`config.mk`:
```
export PLATFORM = sky130hd
export DESIGN_NAME = logic_accum
export DESIGN_NICKNAME = d
export VERILOG_FILES = /design/src/rtl/logic_accum_pkg.sv /design/src/rtl/logic_op_unit.sv /design/src/rtl/logic_accum.sv
export SDC_FILE = /design/constraint.sdc
export NUM_CORES = 1
export LEC_CHECK = 0
export BUFFER_PORTS_ARGS = -buffer_cell sky130_fd_sc_hd__buf_4
export CAP_MARGIN = 20
export CORE_MARGIN = 10
export CORE_UTILIZATION = 58
export CTS_BUF_LIST = sky130_fd_sc_hd__clkbuf_4 sky130_fd_sc_hd__clkbuf_8
export DETAILED_ROUTE_END_ITERATION = 7
export PLACE_DENSITY = 0.83
export SYNTH_ARGS = -nofsm -noshare
export SYNTH_HDL_FRONTEND = slang
export SYNTH_SLANG_ARGS = --single-unit
```
`constraint.sdc`:
```
create_clock -name clk -period 2.15 [get_ports clk]
set_clock_uncertainty 0.2 [all_clocks]
set_input_delay 0.43 -clock clk [delete_from_list [all_inputs] [get_ports clk]]
set_output_delay 0.43 -clock clk [all_outputs]
set_load 0.1 [all_outputs]
```
`src/rtl/logic_accum_pkg.sv`:
```
// Shared op codes and FSM state encodings for the streaming bitwise accumulator.
package logic_accum_pkg;

   typedef enum logic [1:0] {
      OP_OR  = 2'b00,
      OP_AND = 2'b01,
      OP_XOR = 2'b10,
      OP_NOR = 2'b11
   } op_e;

   typedef enum logic [1:0] {
      S_IDLE = 2'b00,
      S_ACC  = 2'b01,
      S_HOLD = 2'b10
   } state_e;

endpackage

```
`src/rtl/logic_op_unit.sv`:
```
// Combinational fold step: combines the running accumulator with one input word.
module logic_op_unit
   import logic_accum_pkg::*;
#(
   parameter int unsigned WIDTH = 8
) (
   input  logic [WIDTH-1:0] a,
   input  logic [WIDTH-1:0] b,
   input  op_e              op,
   output logic [WIDTH-1:0] y
);

   // NOR folds as OR; the final inversion is applied once when the frame closes.
   always_comb begin
      y = '0;
      unique case (op)
         OP_OR,
         OP_NOR: y = a | b;
         OP_AND: y = a & b;
         OP_XOR: y = a ^ b;
         default: y = '0;
      endcase
   end

endmodule

```
`src/rtl/logic_accum.sv`:
```
// Folds a valid/ready frame of words into one result word and holds it until the
// consumer accepts it.
module logic_accum
   import logic_accum_pkg::*;
#(
   parameter int unsigned WIDTH   = 8,
   parameter int unsigned MAX_LEN = 16,
   localparam int unsigned CW     = $clog2(MAX_LEN + 1)
) (
   input  logic             clk,
   input  logic             rst,
   input  logic [1:0]       op,
   input  logic             in_valid,
   output logic             in_ready,
   input  logic [WIDTH-1:0] in_data,
   input  logic             in_last,
   output logic             out_valid,
   input  logic             out_ready,
   output logic [WIDTH-1:0] out_data,
   output logic [CW-1:0]    out_count,
   output logic             out_ovf
);

   state_e           state_q, state_d;
   logic [WIDTH-1:0] acc_q, acc_d;
   logic [CW-1:0]    cnt_q, cnt_d;
   op_e              op_q, op_d;
   logic             out_valid_q, out_valid_d;
   logic [WIDTH-1:0] out_data_q, out_data_d;
   logic [CW-1:0]    out_count_q, out_count_d;
   logic             out_ovf_q, out_ovf_d;

   logic [WIDTH-1:0] fold;
   logic             beat;
   logic             close;

   logic_op_unit #(
      .WIDTH (WIDTH)
   ) u_op (
      .a  (acc_q),
      .b  (in_data),
      .op (op_q),
      .y  (fold)
   );

   assign in_ready = (state_q != S_HOLD);
   assign beat     = in_valid & in_ready;

   always_comb begin
      state_d     = state_q;
      acc_d       = acc_q;
      cnt_d       = cnt_q;
      op_d        = op_q;
      out_valid_d = out_valid_q;
      out_data_d  = out_data_q;
      out_count_d = out_count_q;
      out_ovf_d   = out_ovf_q;
      close       = 1'b0;

      unique case (state_q)
         S_IDLE: begin
            if (beat) begin
               acc_d   = in_data;
               op_d    = op_e'(op);
               cnt_d   = CW'(1);
               close   = in_last || (MAX_LEN == 1);
               state_d = close ? S_HOLD : S_ACC;
            end
         end
         S_ACC: begin
            if (beat) begin
               acc_d   = fold;
               cnt_d   = cnt_q + CW'(1);
               close   = in_last || (cnt_d == CW'(MAX_LEN));
               state_d = close ? S_HOLD : S_ACC;
            end
         end
         S_HOLD: begin
            if (out_ready) begin
               out_valid_d = 1'b0;
               state_d     = S_IDLE;
            end
         end
         default: state_d = S_IDLE;
      endcase

      // Result registers load on the same edge that closes the frame.
      if (close) begin
         out_data_d  = (op_d == OP_NOR) ? ~acc_d : acc_d;
         out_count_d = cnt_d;
         out_ovf_d   = !in_last;
         out_valid_d = 1'b1;
      end
   end

   always_ff @(posedge clk) begin
      if (rst) begin
         state_q     <= S_IDLE;
         acc_q       <= '0;
         cnt_q       <= '0;
         op_q        <= OP_OR;
         out_valid_q <= 1'b0;
         out_data_q  <= '0;
         out_count_q <= '0;
         out_ovf_q   <= 1'b0;
      end else begin
         state_q     <= state_d;
         acc_q       <= acc_d;
         cnt_q       <= cnt_d;
         op_q        <= op_d;
         out_valid_q <= out_valid_d;
         out_data_q  <= out_data_d;
         out_count_q <= out_count_d;
         out_ovf_q   <= out_ovf_d;
      end
   end

   assign out_valid = out_valid_q;
   assign out_data  = out_data_q;
   assign out_count = out_count_q;
   assign out_ovf   = out_ovf_q;

endmodule

```
# Word-level counts from Yosys, hierarchy flattened

Cells that the tools add are included.

Bitwise gates (word level): 5
$lt $le $gt $ge: 0
Shift operators: 0
Reductions and logical operators: 9
Multiply operators: 0
Muxes and demuxes: 22
$add $sub $neg: 1
Div/mod/pow operators: 0
Eq/ne operators: 11

Operator list:

| kind                                           | number |
|---|---|
| two-way mux 8 bit                              | 3 |
| case mux 8 bit (3 select lines)                | 1 |
| case mux 8 bit (2 select lines)                | 1 |
| two-way mux 2 bit                              | 7 |
| two-way mux 5 bit                              | 2 |
| case mux 5 bit (2 select lines)                | 1 |
| bitwise AND 8 bit                              | 1 |
| == test 2 bit (second input constant)          | 4 |
| inequality test 2 bit (second input constant)  | 4 |
| inverter 8 bit                                 | 1 |
| bitwise OR 8 bit                               | 1 |
| bitwise XOR 8 bit                              | 1 |
| case mux 2 bit (3 select lines)                | 1 |
| adder 5 x 1 -> 5 bit (second input constant)   | 1 |
| == test 5 bit (second input constant)          | 1 |
| two-way mux 1 bit                              | 5 |
| == test 2 x 1 -> 1 bit (second input constant) | 2 |
| zero test 2 bit                                | 2 |
| nonzero test 2 bit                             | 2 |
| AND reduction 3 bit                            | 1 |
| case mux 1 bit (2 select lines)                | 1 |
| AND reduction 2 bit                            | 1 |
| OR reduction 2 bit                             | 1 |
| bitwise AND 1 bit                              | 1 |
| 2 further kinds                                | 2 |

Memories: 0
ROM bits: 0
Register bits: 32
Input bits: 15
Bits in latches: 0
Memory bits (writable): 0

# Longest topological paths before layout

Depth in word-level cells: 7
Mapped depth: 10
Mapped depth without buffers: 8

# Hierarchy

From an unflattened synthesis, not the netlist that was laid out.

Cells, all modules: 217
Area, all modules: 1968.1 sq um

By module, submodules not included:

| module        | area an instance (sq um) | cells each | instances | sequential area each (sq um) |
|---|---|---|---|---|
| logic_accum   | 1550.2                   | 162        | 1         | 640.6 |
| logic_op_unit | 417.9                    | 55         | 1         | 0.0 |

# Worst setup path before layout

No wires, ideal clock.

Path kind: register to register
Start: register state_q[0]
End: register out_count_q[0] (netlist: out_count[0])
Data required time: 1879 ps
Setup slack: -627 ps
Stages on the path, launching flop included: 11
Buffers on the path: 2
Period minus slack after synthesis: 2777 ps
Arrival time: 2506 ps
Path through: dfxtp_1 buf_2 buf_2 nand2b_1 nand2_1 ha_1 nor2b_1 nor3_1 a21oi_1 or2_1 a21oi_1

Longest elaborated chain between the ends: 4
Elaborated cells between the ends (all ways): 10
Classes of those cells: eq/ne (2); mux (6); bitwise (1); reduce/logical (1)

RTL lines:

| item                                                                               | RTL line           | source |
|---|---|---|
| from (decl)                                                                        | logic_accum.sv:24  | `state_e state_q, state_d;` |
| from (signal assigned)                                                             | logic_accum.sv:107 | `state_q <= state_d;` |
| inequality test 2 bit (*)                                                          | logic_accum.sv:46  | `assign in_ready = (state_q != S_HOLD);` |
| via in_ready                                                                       | logic_accum.sv:14  | `output logic in_ready,` |
| bitwise AND 1 bit (*)                                                              | logic_accum.sv:47  | `assign beat = in_valid & in_ready;` |
| two-way mux 5 bit (tied with other cells)                                          | logic_accum.sv:71  | `if (beat) begin` |
| case mux 5 bit (2 select lines) or case mux 1 bit (2 select lines) (tied branches) | logic_accum.sv:60  | `unique case (state_q)` |
| to (signal assigned)                                                               | logic_accum.sv:113 | `out_count_q <= out_count_d;` |
| to (decl)                                                                          | logic_accum.sv:30  | `logic [CW-1:0] out_count_q, out_count_d;` |

Mark *: on every way through the listed nets, which the timed path passes. The rest lies on a longest branch.
A chain may end at the register's enable or synchronous reset.

# Final worst setup path

Start: register op_q[0]
End: register out_data_q[2] (netlist: out_data[2])

Longest elaborated chain between the ends: 7
Elaborated cells between the ends (all ways): 13
Classes of those cells: eq/ne (4); mux (6); bitwise (1); reduce/logical (2)

RTL lines:

| item                                             | RTL line            | source |
|---|---|---|
| from (decl)                                      | logic_accum.sv:27   | `op_e op_q, op_d;` |
| from (signal assigned)                           | logic_accum.sv:110  | `op_q <= op_d;` |
| == test 2 bit or zero test 2 bit (tied branches) | logic_op_unit.sv:16 | `unique case (op)` |
| OR reduction 2 bit                               | logic_op_unit.sv:16 |  |
| case mux 8 bit (3 select lines)                  | logic_op_unit.sv:16 |  |
| two-way mux 8 bit                                | logic_accum.sv:71   |  |
| case mux 8 bit (2 select lines)                  | logic_accum.sv:60   |  |
| inverter 8 bit                                   | logic_accum.sv:89   | `out_data_d = (op_d == OP_NOR) ? ~acc_d : acc_d;` |
| two-way mux 8 bit (*)                            | logic_accum.sv:89   |  |
| to (signal assigned)                             | logic_accum.sv:112  | `out_data_q <= out_data_d;` |
| to (decl)                                        | logic_accum.sv:29   | `logic [WIDTH-1:0] out_data_q, out_data_d;` |

Mark *: on every way between the ends. The rest lies on a longest branch, timed or not.

==> results by group <==
Run status
  – Run status: complete, no violations

STA
  – Worst rel slew slack: 0.702
  – Max Freq: 0.504 GHz
  – RSZ-0062 raised after global routing: false
  – Worst-Margin Slew: 438 ps
  – Final hold vios: 0
  – Endpoints failing setup: 0
  – Period utilisation layout: 0.922
  – Slew Viols, Final: 0
  – Tmin final: 1980 ps
  – Final setup TNS: 0 ps
  – Final worst setup slack: 167 ps

Clocking
  – Clock root buffer master: clkbuf_4
  – H-tree Lvls: 2
  – Post-CTS sizing: 0
  – Clk slew on worst S/H paths: 90 ps
  – CTS buffer count: 5
  – CTS tree: built
  – # clock sinks: 32
  – Worst skew pair latency: 340 ps
  – Hold buffer count at CTS: 0
  – Setup bufs post-CTS: 0
  – Clock Tree Buf Depth: 2

Min path
  – Worst min path class: in -> reg

Floorplanning
  – Die W: 78.0 um
  – Starting Density: 0.595
  – Die area: 0.00609 mm^2
  – Row count: 21
  – Ports: 31
  – Die height: 78.0 um
  – Core area: 0.00328 mm^2

Worst setup path
  – Crit Path Class: reg -> reg
  – Crit Path Max Fanout: 8
  – Startpoint Class: flip-flop
  – Data arrival time of the critical path: 2010 ps
  – CP Capture Type: flip-flop
  – WP data required: 2170 ps

Power
  – Static leakage: 0.00102 uW
  – PwrDens: 615 mW/mm^2
  – Overall Power: 1420 uW
  – Max VDD drop: 0.000456 V

Routing
  – First drt pass iteration count: 4
  – Post-DR vias/cell: 5.37
  – DRC Markers: 0
  – Remaining antenna violation count: 0
  – DR vias: 1637
  – Wire per inst: 13.7 um
  – WL final: 4170 um
  – DRT iter0 DRCs: 112

Layout
  – Non-Filler Instances: 305
  – Layout cells sized above 1: 0.216
  – NumNets Final: 294
  – Area added between synthesis and finish: 18.2%
  – Number of diodes: 0

Global routing
  – Vias in the first global route: 1581
  – GRT overflow: 0
  – First-pass GRT wire length: 7270 um
  – Initial antenna violation count: 0
  – GRT Overall Usage: 0.143
  – Largest net degree at the start of global routing: 34

Logic synthesis
  – Cell Area, Synth: 0.00195 mm^2
  – Cell count after synthesis: 225
  – Cell taking the most area after synthesis: dfxtp_1
  – Post-synth cell types: 39
  – Synth Net Count: 260
  – Syn Area/Cell: 8.68 um^2
  – Ys Warns: 0
  – Most frequent cell after synthesis: dfxtp_1
  – Sequential fraction of the synthesis area: 0.328
  – Top cells by area, synth: dfxtp_1, ha_1, inv_1
  – Fraction of registers with async set/reset: 0
  – Synth top cells by count: dfxtp_1, inv_1, ha_1
  – Post-synthesis register bit count: 32
  – Post-synth EDFFs: 0
  – Post-synth top area share: 0.328
  – Ys flop type: dfxtp_1

Placement
  – Port-buffer cells: 30
  – Setup slack at placement: 65.7 ps
  – Dpl hpwl: 3120 um
  – GPL Wtd Cong: 0.766
  – Placed Cells incl. Taps: 298

Run
  – Maxcap violations: 0
-- cell usage in the layout, fill, tap and decap left out, drive strengths merged, types with 7 or more instances in the layout --
cell / n
a211oi: 10
a21boi: 8
a21oi: 13
a2bb2oi: 7
buf: 41
dfxtp: 32
ha: 20
inv: 22
mux2i: 8
nand2: 15
nand2b: 7
nor2: 19
xnor2: 7
-- final timing paths --
path / slack, ps / cells past startpoint / endpoint / from
max reg2reg: 170 / 7 / out_data[2] / op_q[0]
min reg2reg: 260 / 2 / out_count[0] / out_count[0]
min: 110 / 2 / out_ovf / in_last
max: 170 / 7 / out_data[2] / op_q[0]
-- state kept, by name, indices dropped and copies added, names as in the netlist --
register / flops
acc_q: 8
cnt_q: 5
op_q: 2
out_count: 5
out_data: 8
out_ovf: 1
out_valid: 1
state_q: 2
-- critical path, cell delays in order (launching register included) --
cell       delay, ps
dfxtp_1          320
buf_4            130
ha_1             300
a221o_1          330
a2bb2oi_1        270
xnor2_1          120
mux2i_1          140
nor2_1            60
-- report_power, final --
group	switching (uW)	total (uW)	internal [uW]
Clock	201	333	133
Sequential	28.8	658	629
Combinational	274	428	154
Total	503	1420	916
-- metrics by stage --
step           hold WS, ps   util  area, um^2
6_report               113  0.703        2310
2_1_floorplan          253      -        1970
5_1_grt                130  0.703        2310
3_5_place_dp           247  0.687        2260
3_3_place_gp           244  0.687        2260
4_1_cts               97.4  0.702        2310
-- cell families after synthesis --
family / share of synthesized area
simple gates: 0.162
compound gates: 0.220
buf+inv: 0.0788
flops: 0.328
fa+ha+maj: 0.128
xor+xnor: 0.0359
mux: 0.0474
-- metal layers --
metal | vias up | track usage | part of all wire
li1 | 844 | - | -
met1 | 761 | 0.182 | 0.49
met2 | 25 | 0.221 | 0.45
met3 | 7 | 0.0490 | 0.044
met4 | 0 | 0.0538 | 0.016
met5 | - | 0 | 0
-- cell type report --
type,count,area (um^2)
sequential,32,642
clock buffer,6,45.0
inverter,22,82.6
clock inverter,1,5.00
multi-input combinational,157,1170
tap,46,57.6
timing repair buffer,41,308
fill,281,976
Note: power is estimated with default switching activity, not from simulation.
